File: src/rtl/timing_trigger_gen.sv
// Tester-cycle trigger generator: decodes per-signal waveform characters into edge triggers.
// Optional build macro TRIG_EVENT_COUNT_EN adds one saturating event counter per trigger.
module timing_trigger_gen #(
    parameter int NUM_SIG   = 23,
    parameter int NUM_EDGE  = 3,
    parameter int WFT_W     = 4,
    parameter int WFC_W     = 8,
    parameter int CNT_W     = 16,
    parameter int TRIG_MODE = 0,
    localparam int NUM_TRIG = NUM_SIG * NUM_EDGE,
    localparam int SEL_W    = (NUM_TRIG > 1) ? $clog2(NUM_TRIG) : 1
) (
    input  logic                     tester_sync,
    input  logic                     tester_reset,
    input  logic                     sync_en,
    input  logic [WFT_W-1:0]         cfg_wft,
    input  logic [WFT_W-1:0]         wft,
    input  logic [NUM_SIG*WFC_W-1:0] wfc,
    output logic [NUM_TRIG-1:0]      triggers,
    input  logic [SEL_W-1:0]         cnt_sel,
    input  logic                     cnt_clr,
    output logic [CNT_W-1:0]         cnt_val
);

    logic                     en_r;
    logic [WFT_W-1:0]         wft_r;
    logic [WFT_W-1:0]         cfg_wft_r;
    logic [NUM_SIG*WFC_W-1:0] wfc_r;
    logic [NUM_TRIG-1:0]      fire_s;
    logic [NUM_TRIG-1:0]      triggers_r;

    // Stage 1: sample the qualifier, table codes and waveform characters.
    always_ff @(posedge tester_sync) begin
        if (tester_reset) begin
            en_r      <= 1'b0;
            wft_r     <= '0;
            cfg_wft_r <= '0;
            wfc_r     <= '0;
        end else begin
            en_r      <= sync_en;
            wft_r     <= wft;
            cfg_wft_r <= cfg_wft;
            wfc_r     <= wfc;
        end
    end

    // Match decode; an unknown operand drives the if down its else branch, so X never fires.
    always_comb begin
        fire_s = '0;
        for (int s = 0; s < NUM_SIG; s++) begin
            for (int e = 0; e < NUM_EDGE; e++) begin
                if (en_r && (wft_r == cfg_wft_r) &&
                    (wfc_r[s*WFC_W +: WFC_W] == WFC_W'(e + 1))) begin
                    fire_s[s*NUM_EDGE + e] = 1'b1;
                end else begin
                    fire_s[s*NUM_EDGE + e] = 1'b0;
                end
            end
        end
    end

    // Stage 2: toggle or pulse each trigger from the decoded firings.
    always_ff @(posedge tester_sync) begin
        if (tester_reset) begin
            triggers_r <= '0;
        end else if (TRIG_MODE == 0) begin
            triggers_r <= triggers_r ^ fire_s;
        end else begin
            triggers_r <= fire_s;
        end
    end

    assign triggers = triggers_r;

`ifdef TRIG_EVENT_COUNT_EN
    logic [CNT_W-1:0] cnt_r [NUM_TRIG];
    logic [CNT_W-1:0] cnt_val_r;

    // Saturating per-trigger event counters; a clear overrides a coincident firing.
    always_ff @(posedge tester_sync) begin
        if (tester_reset || cnt_clr) begin
            for (int i = 0; i < NUM_TRIG; i++) begin
                cnt_r[i] <= '0;
            end
        end else begin
            for (int i = 0; i < NUM_TRIG; i++) begin
                if (fire_s[i] && (cnt_r[i] != {CNT_W{1'b1}})) begin
                    cnt_r[i] <= cnt_r[i] + CNT_W'(1);
                end else begin
                    cnt_r[i] <= cnt_r[i];
                end
            end
        end
    end

    // Registered counter read port; indices past the last trigger read as zero.
    always_ff @(posedge tester_sync) begin
        if (tester_reset) begin
            cnt_val_r <= '0;
        end else if (32'(cnt_sel) < 32'(NUM_TRIG)) begin
            cnt_val_r <= cnt_r[cnt_sel];
        end else begin
            cnt_val_r <= '0;
        end
    end

    assign cnt_val = cnt_val_r;
`else
    logic unused_cnt_s;
    assign unused_cnt_s = ^{cnt_sel, cnt_clr};
    assign cnt_val      = '0;
`endif

endmodule
File: config.mk
export PLATFORM = sky130hd
export DESIGN_NAME = timing_trigger_gen
export DESIGN_NICKNAME = d
export VERILOG_FILES = /design/src/rtl/timing_trigger_gen.sv
export SDC_FILE = /design/constraint.sdc
export NUM_CORES = 1
export LEC_CHECK = 0
export BUFFER_PORTS_ARGS = -buffer_cell sky130_fd_sc_hd__buf_2
export CAP_MARGIN = 20
export CORE_MARGIN = 4
export CORE_UTILIZATION = 45
export CTS_CLUSTER_DIAMETER = 50
export CTS_CLUSTER_SIZE = 10
export DETAILED_ROUTE_END_ITERATION = 10
export GPL_TIMING_DRIVEN = 0
export PLACE_DENSITY = 0.68
export SETUP_SLACK_MARGIN = 0.1
export SYNTH_ARGS = -nofsm -noshare
export SYNTH_HDL_FRONTEND = slang
export SYNTH_SLANG_ARGS = --single-unit
File: constraint.sdc
create_clock -name tester_sync -period 2 [get_ports tester_sync]
set_input_delay 0.2 -clock tester_sync [delete_from_list [all_inputs] [get_ports tester_sync]]
set_output_delay 0.2 -clock tester_sync [all_outputs]
set_load 0.005 [all_outputs]
Word-level counts from Yosys, hierarchy flattened
Cells that the tools add are included.
{"block": "totals", "out_inout_bits": 85, "wordCells": 215, "reg_bits": 262}
{"block": "op_classes", "n_reduce_logical": 70, "bitwise_logic": 1, "n_eq_ne": 70, "n_mux": 69}
{"cell": "equality test 8 x 2 -> 1 bit (second input constant)", "n": 46}
{"cell": "equality test 8 x 1 -> 1 bit (second input constant)", "n": 23}
{"cell": "logical AND 1 bit", "n": 70}
{"cell": "2-to-1 mux 1 bit", "n": 69}
{"cell": "XOR 69 bit", "n": 1}
{"cell": "equality test 4 bit", "n": 1}

Depth between registers and ports, before layout
{"block": "logic_depth", "word_depth": 5, "ltp_mapped": 7, "ltp_nobuf": 4}

Worst setup path before layout
Ideal clock, no wire load.
{"block": "synth_timing", "path_kind": "reg2reg", "from": "reg wft_r[0]", "to": "reg triggers_r[58] (netlist: triggers[58])", "period_less_slack_ns": 1.748, "arrival_ns": 1.616, "stages_incl_launch_ff": 8, "setup_slack_ns": 0.252, "setup_ns": 0.132, "path_buffers": 3, "path_cell_list": "dfxtp_1 > nor2b_1 > a2111o_1 > buf_6 > buf_1 > buf_2 > o31ai_1 > a21oi_1"}
{"block": "synth_between", "elab_chain_cells": 5}
{"element": "start: declaration", "line_no": "26", "source": "logic [WFT_W-1:0] wft_r;"}
{"element": "start signal: assignment", "line_no": "41", "source": "wft_r <= wft;"}
{"element": "equality test 4 bit", "line_no": "52", "source": "if (en_r && (wft_r == cfg_wft_r) &&"}
{"element": "logical AND 1 bit (2 in series)", "line_no": "52"}
{"element": "2-to-1 mux 1 bit", "line_no": "52"}
{"element": "XOR 69 bit", "line_no": "67", "source": "triggers_r <= triggers_r ^ fire_s;"}
{"element": "end signal: assignment", "line_no": "67"}
{"element": "end signal: assignment", "line_no": "69", "source": "triggers_r <= fire_s;"}
{"element": "end: declaration", "line_no": "30", "source": "logic [NUM_TRIG-1:0] triggers_r;"}
No other way between the ends.
A chain may end at the register's enable or synchronous reset.

Final worst setup path
{"block": "layout_timing", "from": "reg wft_r[0]", "to": "reg triggers_r[61] (netlist: triggers[61])"}
Same word-level chain as after synthesis.

==> run metrics <==
Core Util, Final 0.730; PD cells 856 nW/µm²; vias per std cell 5.10; Worst path slowest cell or4_1; TritonCTS Sinks 262; xor/xnor share of the synthesized area 0.000969; CTS tree yes; clock buffer depth 3; CTS buffer count 34; die height 150 µm; GP Congestion 0.736; setup TNS 0 ns; Ports 288; crit-path max FO 5; # setup viols final 0; Core Area 19,600 µm²; drt drc 0; Min Clock Period, post-route 1.95 ns; site row count 51; worst path cell trace nor2b_4, a2111o_1, buf_6, buf_6, buf_8, or4_1, a21oi_2; Detail Route Antenna Nets 0; port bufs 262; die width 150 µm; Hold Crit Class input port to flip-flop; syn avg cell area 10.5 µm²; Relative slew margins 0.469; Root Driver clkbuf_16; post-synthesis cell area 9040 µm²; unrepaired setup endpoints after global routing true; Worst R2R Path Depth 7; cell count after synthesis 861; YS warnings 0; number of H-tree levels 2; worst path required time 2.42 ns; starting density of the core 0.461; Area Growth Syn to Fin 58.3%; DRT iter0 DRCs 239; die outline area 22,400 µm²; R2R Path Start wft_r[0]$_SDFF_PP0_; Net Sw Frac 0.221; reg2reg end triggers[61]$_SDFF_PP0_; Int Pwr 9.54 mW; final hold violations 0; Nets 1,576; Pleak 5.74 nW; status complete, no violations; via count 8,412; Max Cap Viol 0; Psw 2.70 mW; wire per inst 16.8 µm; delay of the slowest critical-path stage 0.50 ns; hpwl dp 16.6 mm; Worst-Margin Slew 0.796 ns; CP startpoint wft_r[0]$_SDFF_PP0_; post-synthesis cell type count 21; Crit. End Element flip-flop; iteration count of the initial detailed-routing pass 4; Worst Path Arrival 2.36 ns; Crit Path Class flip-flop to flip-flop; Total GRT Usage 0.234; largest net degree at the start of global routing 11; clock skew 0.0122 ns; Worst IR Drop VDD 623 µV; Reg power frac 0.451; global-route wire length before repair 42.5 mm; Synth Area in Compound Gates 0.0977; layout cells sized above 1 0.317; worst skew pair latency 0.49 ns; FMAX 0.514 GHz; initial antenna violation count 0; Yosys reg bits 262; Top cell by count, worst path buf_6; grt total ovfl 0; combinational fraction of design power 0.104; Clock Pin Slew Worst Setup and Hold Paths 0.05 ns; largest family of logic cells by synthesized area simple AND/OR/NAND/NOR gates; fin crit share 0.973; Simple-Gate Fraction of Synth Area 0.280; vias in the first global route 8,669; Max Slew Vio Count 0; final wirelength 27.7 mm; Startpoint Class flip-flop; Adder-Cell Fraction of Synth Area 0; reg-to-reg slack, setup 0.05 ns; sequential area share after synthesis 0.580; clock power share 0.445; crit path to triggers[61]$_SDFF_PP0_; mux share of post-synthesis cell area 0
state kept, by name, summed over array words and instances (netlist names):
name       cells
triggers      69
cfg_wft_r      4
wfc_r        184
en_r           1
wft_r          4
how the worst min path moves through the flow:
stage	from	end	slack, ns	depth (start not counted)
floorplan	cfg_wft[0]	cfg_wft_r[0]$_SDFF_PP0_	0.33	1
finish	cfg_wft[0]	cfg_wft_r[0]$_SDFF_PP0_	0.03	2
CTS	cfg_wft[0]	cfg_wft_r[0]$_SDFF_PP0_	0.003	2
global placement	wfc[49]	wfc_r[49]$_SDFF_PP0_	0.41	2
detailed placement	wfc[70]	wfc_r[70]$_SDFF_PP0_	0.41	2
global route	cfg_wft[0]	cfg_wft_r[0]$_SDFF_PP0_	0.01	2
synthesized netlist by cell type:
library cell / number / area (µm²)
clkbuf_1: 49 / 184
buf_1: 1 / 3.75
dfxtp_1: 262 / 5250
buf_4: 16 / 120
nand2b_1: 2 / 12.5
inv_1: 1 / 3.75
clkbuf_2: 4 / 20.0
nor2b_1: 195 / 1220
conb_1: 1 / 3.75
a21oi_1: 69 / 345
o2111ai_1: 1 / 8.76
nor4_1: 23 / 144
xor2_1: 1 / 8.76
o31ai_1: 69 / 518
buf_2: 3 / 15.0
a2111o_1: 1 / 11.3
or4_1: 69 / 518
buf_6: 2 / 22.5
nand4_1: 23 / 144
nand4b_1: 46 / 403
nor2_1: 23 / 86.3
critical path: cells and delay by family (launching register included):
| family | cells | cell delay, ns |
|---|---|---|
| AOI/OAI and AO/OA | 2 | 0.56 |
| buffers and inverters | 3 | 0.40 |
| DFF | 1 | 0.31 |
| and+or+nand+nor | 2 | 0.61 |
logic make-up after synthesis:
| logic type | after synthesis |
|---|---|
| compound gates | 140 |
| xor+xnor | 1 |
| other cells | 1 |
| simple gates | 381 |
| flops | 262 |
| buf+inv | 76 |
layer usage:
metal	part of all wire	global-route usage
met3	0.077	0.0669
met5	0	0
met2	0.50	0.416
met4	0.019	0.0631
met1	0.40	0.278
area by class of cell:
type | instances | area, µm²
inverter | 1 | 3.75
sequential | 262 | 5250
timing repair buffer | 461 | 3340
tap | 265 | 332
fill | 1320 | 5290
antenna | 1 | 2.50
buffer | 75 | 484
clock inverter | 9 | 98.8
multi-input combinational | 538 | 3910
clock buffer | 36 | 890
stage by stage:
step | power, mW | setup slack (ns) | area, µm² | std cells | hold WS [ns]
floorplan | 6.06 | 0.252 | 9090 | 876 | 0.328
global placement | 6.39 | -0.437 | 10700 | 1403 | 0.409
detailed placement | 6.40 | -0.482 | 10700 | 1403 | 0.413
CTS | 12.2 | 0.0149 | 13900 | 1646 | 0.00289
global route | 12.7 | -0.0218 | 14300 | 1647 | 0.0124
finish | 12.2 | 0.0531 | 14300 | 1648 | 0.0280
power groups by stage:
stage | logic [mW] | registers (mW) | clock network, mW
floorplan | 0.455 | 5.60 | 0
global placement | 0.775 | 5.61 | 0
detailed placement | 0.781 | 5.62 | 0
CTS | 1.18 | 5.52 | 5.54
global route | 1.38 | 5.54 | 5.77
finish | 1.27 | 5.52 | 5.44
repair_timing:
| action | CTS | global route |
|---|---|---|
| gates cloned | 5 | 1 |
| endpoints found under the hold margin | 191 | 0 |
| setup endpoints to repair | 69 | 69 |
| hold buffers | 191 | 0 |
| gates resized for setup | 59 | 97 |
| pin swaps | 38 | 22 |
| buffers inserted | 2 | 0 |
cell usage in the layout, fill, tap and decap left out, drive strengths merged, types with 6 or more instances in the layout:
cell type	Yosys	layout
a21oi	69	69
buf	22	298
clkbuf	53	83
clkinv	0	6
conb	1	16
dfxtp	262	262
dlygate4sd3	0	191
nand4	23	23
nand4b	46	46
nor2	23	23
nor2b	195	195
nor4	23	23
o31ai	69	69
or4	69	69
No activity file was read; power rests on OpenSTA's default activity.
